===== config.mk =====
export PLATFORM = sky130hd
export DESIGN_NAME = disp_scan
export DESIGN_NICKNAME = d
export VERILOG_FILES = /design/src/rtl/disp_pkg.sv /design/src/rtl/scan_prescaler.sv /design/src/rtl/disp_scan.sv
export SDC_FILE = /design/constraint.sdc
export NUM_CORES = 1
export LEC_CHECK = 0
export ABC_AREA = 1
export CAP_MARGIN = 20
export CORE_MARGIN = 3
export CORE_UTILIZATION = 35
export DETAILED_ROUTE_END_ITERATION = 10
export SYNTH_ARGS = -nofsm -noshare
export SYNTH_HDL_FRONTEND = slang
export SYNTH_SLANG_ARGS = --single-unit

===== constraint.sdc =====
create_clock -name clock -period 1.7 [get_ports clock]
set_input_delay 0.255 -clock clock [delete_from_list [all_inputs] [get_ports clock]]
set_output_delay 0.255 -clock clock [all_outputs]
set_load 0.005 [all_outputs]

===== src/rtl/disp_pkg.sv =====
// Shared defaults and constants for the multiplexed hex display scanner.
package disp_pkg;

  localparam int NUM_DIGITS_DEF = 4;
  localparam int SCAN_DIV_DEF   = 50000;

  // Code sent to the 7-segment decoder for a digit that is switched off
  localparam logic [7:0] BLANK_CODE = 8'h00;

endpackage


===== src/rtl/scan_prescaler.sv =====
// Free-running divider that produces one tick per digit slot.
module scan_prescaler
  import disp_pkg::*;
#(
  parameter int SCAN_DIV = SCAN_DIV_DEF
) (
  input  logic clock,
  input  logic reset,
  output logic tick
);

  localparam int CNT_W = $clog2(SCAN_DIV);
  localparam logic [CNT_W-1:0] LAST_COUNT = CNT_W'(SCAN_DIV - 1);

  logic [CNT_W-1:0] count_q, count_d;

  assign tick = (count_q == LAST_COUNT);

  // Count up and wrap back to zero in the tick cycle
  always_comb begin
    count_d = count_q + CNT_W'(1);
    if (tick) begin
      count_d = '0;
    end
  end

  // Counter register, cleared by reset so the first tick lands SCAN_DIV cycles later
  always_ff @(posedge clock) begin
    if (reset) begin
      count_q <= '0;
    end else begin
      count_q <= count_d;
    end
  end

endmodule


===== src/rtl/disp_scan.sv =====
// Multiplexed hex display scanner: double-buffered word, per-slot digit
// select and code, optional leading-zero blanking, frame-done pulse.
module disp_scan
  import disp_pkg::*;
#(
  parameter int NUM_DIGITS = NUM_DIGITS_DEF,
  parameter int SCAN_DIV   = SCAN_DIV_DEF
) (
  input  logic                    clock,
  input  logic                    reset,
  input  logic                    in_valid,
  output logic                    in_ready,
  input  logic [4*NUM_DIGITS-1:0] in_data,
  input  logic                    lz_blank,
  output logic [7:0]              digit_code,
  output logic [NUM_DIGITS-1:0]   digit_sel,
  output logic                    frame_done
);

  localparam int IDX_W  = (NUM_DIGITS > 1) ? $clog2(NUM_DIGITS) : 1;
  localparam int WORD_W = 4 * NUM_DIGITS;
  localparam logic [IDX_W-1:0] LAST_IDX = IDX_W'(NUM_DIGITS - 1);

  logic                  tick;
  logic                  boundary;
  logic                  accept;
  logic [IDX_W-1:0]      idx_q, idx_d;
  logic [WORD_W-1:0]     disp_q, disp_d;
  logic [WORD_W-1:0]     pend_q, pend_d;
  logic                  pendValid_q, pendValid_d;
  logic [7:0]            code_q, code_d;
  logic [NUM_DIGITS-1:0] sel_q, sel_d;
  logic                  frameDone_q, frameDone_d;
  logic                  upperZero;
  logic                  blank;
  logic [3:0]            nibble;

  scan_prescaler #(
    .SCAN_DIV(SCAN_DIV)
  ) uPrescaler (
    .clock(clock),
    .reset(reset),
    .tick (tick)
  );

  assign boundary   = tick && (idx_q == LAST_IDX);
  assign in_ready   = !pendValid_q && !reset;
  assign accept     = in_valid && in_ready;
  assign digit_code = code_q;
  assign digit_sel  = sel_q;
  assign frame_done = frameDone_q;

  // Slot index advance, pending-word handoff at frame boundaries, and input capture
  always_comb begin
    idx_d       = idx_q;
    disp_d      = disp_q;
    pend_d      = pend_q;
    pendValid_d = pendValid_q;
    if (tick) begin
      idx_d = (idx_q == LAST_IDX) ? '0 : idx_q + IDX_W'(1);
    end
    if (boundary && pendValid_q) begin
      disp_d      = pend_q;
      pendValid_d = 1'b0;
    end
    if (accept) begin
      pend_d      = in_data;
      pendValid_d = 1'b1;
    end
  end

  // Outputs for the slot being entered, taken from the word that will be shown in it
  always_comb begin
    code_d      = code_q;
    sel_d       = sel_q;
    frameDone_d = boundary;
    upperZero   = 1'b1;
    blank       = 1'b0;
    nibble      = 4'h0;
    for (int k = NUM_DIGITS - 1; k >= 0; k--) begin
      if (disp_d[4*k +: 4] != 4'h0) begin
        upperZero = 1'b0;
      end
      if (k == int'(idx_d)) begin
        nibble = disp_d[4*k +: 4];
        blank  = lz_blank && upperZero && (k != 0);
      end
    end
    if (tick) begin
      sel_d = '1;
      if (blank) begin
        code_d = BLANK_CODE;
      end else begin
        code_d = {4'b0000, nibble};
        for (int k = 0; k < NUM_DIGITS; k++) begin
          if (k == int'(idx_d)) begin
            sel_d[k] = 1'b0;
          end
        end
      end
    end
  end

  // State and output registers; reset discards any pending word
  always_ff @(posedge clock) begin
    if (reset) begin
      idx_q       <= '0;
      disp_q      <= '0;
      pend_q      <= '0;
      pendValid_q <= 1'b0;
      code_q      <= BLANK_CODE;
      sel_q       <= '1;
      frameDone_q <= 1'b0;
    end else begin
      idx_q       <= idx_d;
      disp_q      <= disp_d;
      pend_q      <= pend_d;
      pendValid_q <= pendValid_d;
      code_q      <= code_d;
      sel_q       <= sel_d;
      frameDone_q <= frameDone_d;
    end
  end

endmodule


== After elaboration in Yosys (flattened, before gate mapping) ==
Cells that the tools add are included.

* Bits in registers: 64
* Bits in latches: 0
* Bits in writable memories: 0
* Bits in read-only memories: 0
* Input port bits: 20
* Output and inout port bits: 14
* Memories kept: 0

* Add/subtract/negate cells: 2
* $mul: 0
* Divide/modulo/power cells: 0
* $lt $le $gt $ge: 0
* Equal/unequal tests: 5
* Shift operators: 0
* Mux-type cells: 22
* Bitwise logic cells: 0
* Reduce and logical (&&, ||, !) cells: 15

{| class="wikitable"
|+ Operators by type and width
! operator !! count
|-
| 4-bit two-way mux || 6
|-
| 16-bit by 1-bit adder with 16-bit output (second input constant) || 1
|-
| 16-bit == test (second input constant) || 1
|-
| 16-bit two-way mux || 1
|-
| 1-bit two-way mux || 13
|-
| 4-bit nonzero test || 3
|-
| 1-bit logical AND || 7
|-
| 2-bit == test (first input constant) || 2
|-
| 2-bit two-way mux || 2
|-
| 2-bit by 1-bit adder with 2-bit output (second input constant) || 1
|-
| 1-bit by 2-bit == test with 1-bit output (first input constant) || 1
|-
| 2-bit == test (second input constant) || 1
|-
| 1-bit zero test || 2
|-
| 2-bit zero test || 1
|-
| 2-bit nonzero test || 1
|-
| 2-bit OR reduction || 1
|}

== Depth between registers and ports, before layout ==
* Depth after elaboration: 12
* Gate-level depth with buffers: 15
* Depth with buffers taken out: 15

== Hierarchy ==
A second synthesis with hierarchy kept.

* Cells, all modules: 408
* Area total of the unflattened synthesis: 2,956.6 um^2

{| class="wikitable"
|+ By module, submodules not included
! module !! times used !! cells each !! area an instance (um^2)
|-
| disp_scan || 1 || 278 || 2,097.0
|-
| scan_prescaler || 1 || 130 || 859.6
|}

== Worst setup path after synthesis ==
No wires, ideal clock.

* Path kind: reg-to-reg
* Start point: register uPrescaler.count_q[0]
* End point: register code_q[1], in the netlist digit_code[1]
* Data arrival time: 1.649 ns
* Required time: 1.587 ns
* Setup slack: -0.062 ns
* Cell stages (with the launch flop): 16
* Clock period less this slack: 1.762 ns
* Cell sequence: dfxtp_1 -> ha_1 -> nand2_1 -> inv_2 -> nand2_4 -> nor2_4 -> nand3_4 -> buf_6 -> nand2_1 -> nand2_1 -> inv_2 -> nand3_2 -> nor2_4 -> nand3_2 -> nand3_1 -> nand2_1

* Word-level cells in the longest chain between the ends: 12
* Elaborated cells on any way between the ends: 27
* Classes of those cells: 4 x eq/ne; 14 x mux; 9 x reduce/logical

{| class="wikitable"
|+ Ends and longest elaborated chain
! what !! line !! text
|-
| from (decl) || scan_prescaler.sv:15 || <nowiki>logic [CNT_W-1:0] count_q, count_d;</nowiki>
|-
| from (signal assigned) || scan_prescaler.sv:32 || <nowiki>count_q <= count_d;</nowiki>
|-
| 16-bit == test * || scan_prescaler.sv:17 || <nowiki>assign tick = (count_q == LAST_COUNT);</nowiki>
|-
| 1-bit logical AND || disp_scan.sv:46 || <nowiki>assign boundary = tick && (idx_q == LAST_IDX);</nowiki>
|-
| 1-bit logical AND || disp_scan.sv:62 || <nowiki>if (boundary && pendValid_q) begin</nowiki>
|-
| 16-bit two-way mux || disp_scan.sv:62 ||
|-
| 4-bit nonzero test || disp_scan.sv:81 || <nowiki>if (disp_d[4*k +: 4] != 4'h0) begin</nowiki>
|-
| 1-bit two-way mux || disp_scan.sv:81 ||
|-
| 1-bit logical AND or 1-bit two-way mux (tied branches) || disp_scan.sv:86, disp_scan.sv:81 ||
|-
| 1-bit two-way mux (tied with other cells) || disp_scan.sv:84 || <nowiki>if (k == int'(idx_d)) begin</nowiki>
|-
| 1-bit two-way mux or 1-bit logical AND (tied branches) || disp_scan.sv:84, disp_scan.sv:86 ||
|-
| 1-bit two-way mux (2 in a row) || disp_scan.sv:84 ||
|-
| 4-bit two-way mux || disp_scan.sv:91 || <nowiki>if (blank) begin</nowiki>
|-
| to (signal assigned) || disp_scan.sv:119 || <nowiki>code_q <= code_d;</nowiki>
|-
| to (decl) || disp_scan.sv:31 || <nowiki>logic [7:0] code_q, code_d;</nowiki>
|}

Mark *: on every way between the ends. The rest lies on a longest branch, timed or not.
A chain may end at the register's enable or synchronous reset.

== Worst setup path after layout ==
* Start point: register uPrescaler.count_q[1]
* End point: register code_q[0], in the netlist digit_code[0]

The elaborated chain is that of the path after synthesis.

==> metrics.txt <==
Cell Chain, Critical Path ha_4 > nand2_2 > inv_2 > nand2_4 > nor2_4 > buf_12 > nand3_4 > nand2_2 > nand2_2 > inv_2 > nand3_4 > nor2_4 > nand3_4 > nand3_2 > nand2_1; htree depth 3; MaxCap Viol Count 0; vias in the first global route 2621; buffer and inverter count on the worst path 3; placer's final routability congestion estimate 0.8447; Slew Viols, Final 0; DR vias 2686; number of placed I/O pins 34; worst-case reg-to-reg path depth 15; Port-buffer cells 29; Vias per Instance 4.688; Tightest Hold Check Type in2reg; Seq cells post-synth 60; CP required 1940 ps; switch share 0.2245; met3 Use GR 0.02965; register area share after synthesis 0.4461; Detailed Route WL 7153 um; HPWL Detailed 5037 um; Max IR drop VDD 0.4545 mV; final hold vios 0; Nets 491; yosys warns 0; Worst Path Max Fanout 8; Worst-Skew Late Latency 340 ps; final clock skew 7.904 ps; met2 Usage GRT 0.2821; Finished Cell Area 4138 um2; DRC 0; FF-to-FF setup slack -230 ps; power density over the cells 707.8 nW/um2; fin crit period 1934 ps; critical path's top delay family simple AND/OR/NAND/NOR gates; initial DRC count 120; clk sink count 60; initial antenna violation count 0; Crit Path Class reg2reg; Seq pwr share 0.499; Congestion Overflow GR 0; crit path capture type register; CTS buffer count 9; setup_tns -1172 ps; Gate power share 0.055; Final Worst Setup Slack -234.2 ps; Root Driver clkbuf_8; Critical-path top delay cell dfxtp_2; first-pass GRT wire length 11700 um; Area Overhead vs Synth 53.67%; Post-DP Area 3536 um2; clk buf depth 2; Die ar. 8782 um2; reg-to-reg startpoint uPrescaler.count_q[1]$_SDFF_PP0_; antenna viol nets, final 0; global routing's busiest layer met2; DR WL/cell 12.48 um; crit path launch type register; Post-Syn Area 2693 um2; largest net degree at the start of global routing 25; outcome complete, but fails checks; CTS tree done; Post-Syn Instances 369; Syn Area/Cell 7.297 um2; share of cells above drive strength 1 0.3755; clock transition at the registers of the reported paths 70 ps; P_int 2271 uW; Worst Hold Launch reset; total track usage 0.1708; Die Width 93.71 um; Critical R2R Capture digit_code[0]$_SDFFE_PP0N_; Fillers 679; RSZ-0062 raised after global routing true; Tot Pwr 2929 uW; hold path cells 3; Hold Path End pend_q[3]$_SDFFE_PP0P_; dpl ws -151.3 ps; synth unique cells 36; # diodes 0; Worst EP arrival 2180 ps; fin crit share 1.138; initial core utilization 0.3654; fmax 0.5170 GHz; post-layout util 0.5615; P_leak 0.001758 uW; Row Count 31; largest stage delay on the critical path 350 ps; Clock power frac 0.446; met1 Use GR 0.2109; Pre-antenna DRT Iters 4; failing checks setup timing; Final setup viols 12; switching power of the nets 657.4 uW; Die Span Y 93.71 um; Core Area 7370 um2; hold_buf cts 0
## flip-flops by register name, summed over array words and instances, names as in the netlist
| register | count |
|---|---|
| digit_code | 4 |
| digit_sel | 4 |
| disp_q | 16 |
| frame_done | 1 |
| idx_q | 2 |
| pendValid_q | 1 |
| pend_q | 16 |
| uPrescaler.count_q | 16 |
## routing by layer
| layer | vias up | routed length (um) |
|---|---|---|
| met3 | 15 | 187 |
| met1 | 1250 | 3183 |
| li1 | 1381 | - |
| met4 | 0 | 178 |
| met2 | 40 | 3604 |
| met5 | - | 0 |
## synth_stat cells, drive strengths merged
master / instances / share of area
nand3: 16 / 0.040
dfxtp: 60 / 0.45
nor3: 7 / 0.019
nor4: 2 / 0.0046
o31ai: 4 / 0.011
inv: 36 / 0.050
ha: 2 / 0.0093
conb: 1 / 0.0014
buf: 8 / 0.021
o211ai: 2 / 0.0056
nand3b: 1 / 0.0028
nor3b: 1 / 0.0028
nand4: 13 / 0.030
nand2: 105 / 0.15
clkbuf: 9 / 0.013
nor2: 52 / 0.087
a21oi: 16 / 0.031
xor2: 5 / 0.016
o22ai: 1 / 0.0023
o21a: 2 / 0.0056
o21ai: 23 / 0.043
o221ai: 1 / 0.0033
clkinv: 2 / 0.0028
## placed cells by master, fill, tap and decap left out, drive strengths merged, types with 5 or more instances in the layout
cell and n:
nor2 52, nand2 105, o21ai 23, clkdlybuf4s50 28, a21oi 16, dfxtp 60, xor2 5, clkinv 6
buf 73, nand3 17, inv 36, nand4 13, clkbuf 11, nor3 7
## worst reg2reg max path, stage by stage (launching register included)
cell and delay (ps):
dfxtp_2 350, ha_4 140, nand2_2 60, inv_2 70, nand2_4 70, nor2_4 140
buf_12 140, nand3_4 160, nand2_2 130, nand2_2 70, inv_2 80, nand3_4 70
nor2_4 140, nand3_4 110, nand3_2 70, nand2_1 50
## worst max path at each step
| stage | from | to | slack [ps] | cells past startpoint |
|---|---|---|---|---|
| global route | uPrescaler.count_q[1]$_SDFF_PP0_ | digit_code[0]$_SDFFE_PP0N_ | -330 | 16 |
| CTS | uPrescaler.count_q[0]$_SDFF_PP0_ | digit_code[0]$_SDFFE_PP0N_ | -160 | 14 |
| detailed placement | uPrescaler.count_q[0]$_SDFF_PP0_ | digit_code[1]$_SDFFE_PP0N_ | -150 | 14 |
| global placement | uPrescaler.count_q[0]$_SDFF_PP0_ | digit_code[0]$_SDFFE_PP0N_ | -130 | 14 |
| floorplan | uPrescaler.count_q[0]$_SDFF_PP0_ | digit_code[1]$_SDFFE_PP0N_ | -6 | 15 |
| finish | uPrescaler.count_q[1]$_SDFF_PP0_ | digit_code[0]$_SDFFE_PP0N_ | -230 | 15 |
## cell families (layout without fill, tap and decap cells)
group / count (synthesis) / in the layout / synth area share
fa+ha+maj: 2 / 2 / 0.009292
buf+inv: 55 / 156 / 0.08643
xor+xnor: 5 / 5 / 0.01626
compound gates: 49 / 49 / 0.1018
flops: 60 / 60 / 0.4461
simple gates: 197 / 198 / 0.3388
other cells: 1 / 4 / 0.001393
## layout make-up
| type | instances | area, um2 | area share |
|---|---|---|---|
| multi-input cells | 258 | 1555 | 0.3759 |
| flip-flops and latches | 60 | 1205 | 0.2912 |
| repair buffers | 102 | 903.4 | 0.2183 |
| clock buffers | 11 | 151.4 | 0.03659 |
| inverters | 38 | 148.9 | 0.03598 |
| well taps | 99 | 123.9 | 0.02994 |
| clock inverters | 5 | 50.05 | 0.01210 |
## stage by stage
stage	hold slack, ps	std cells
floorplan	367.7	372
global placement	458.6	546
detailed placement	457.2	546
CTS	459.4	569
global route	422.0	573
finish	398.0	573
## power by group through the flow
stage                     Sequential (uW)  Clock, uW  Combinational [uW]
after global routing                 1460       1410                 178
after floorplan                      1490          0                73.0
after CTS                            1460       1350                 152
after detailed placement             1490          0                 148
after global placement               1490          0                 146
final                                1460       1310                 160
## what timing repair did
action	CTS	global route
endpoints found under the hold margin	0	0
pin swaps	2	24
buffers inserted	4	7
gates cloned	3	1
resized for setup	16	78
setup endpoints to repair	13	38
No activity file was read; power rests on OpenSTA's default activity.
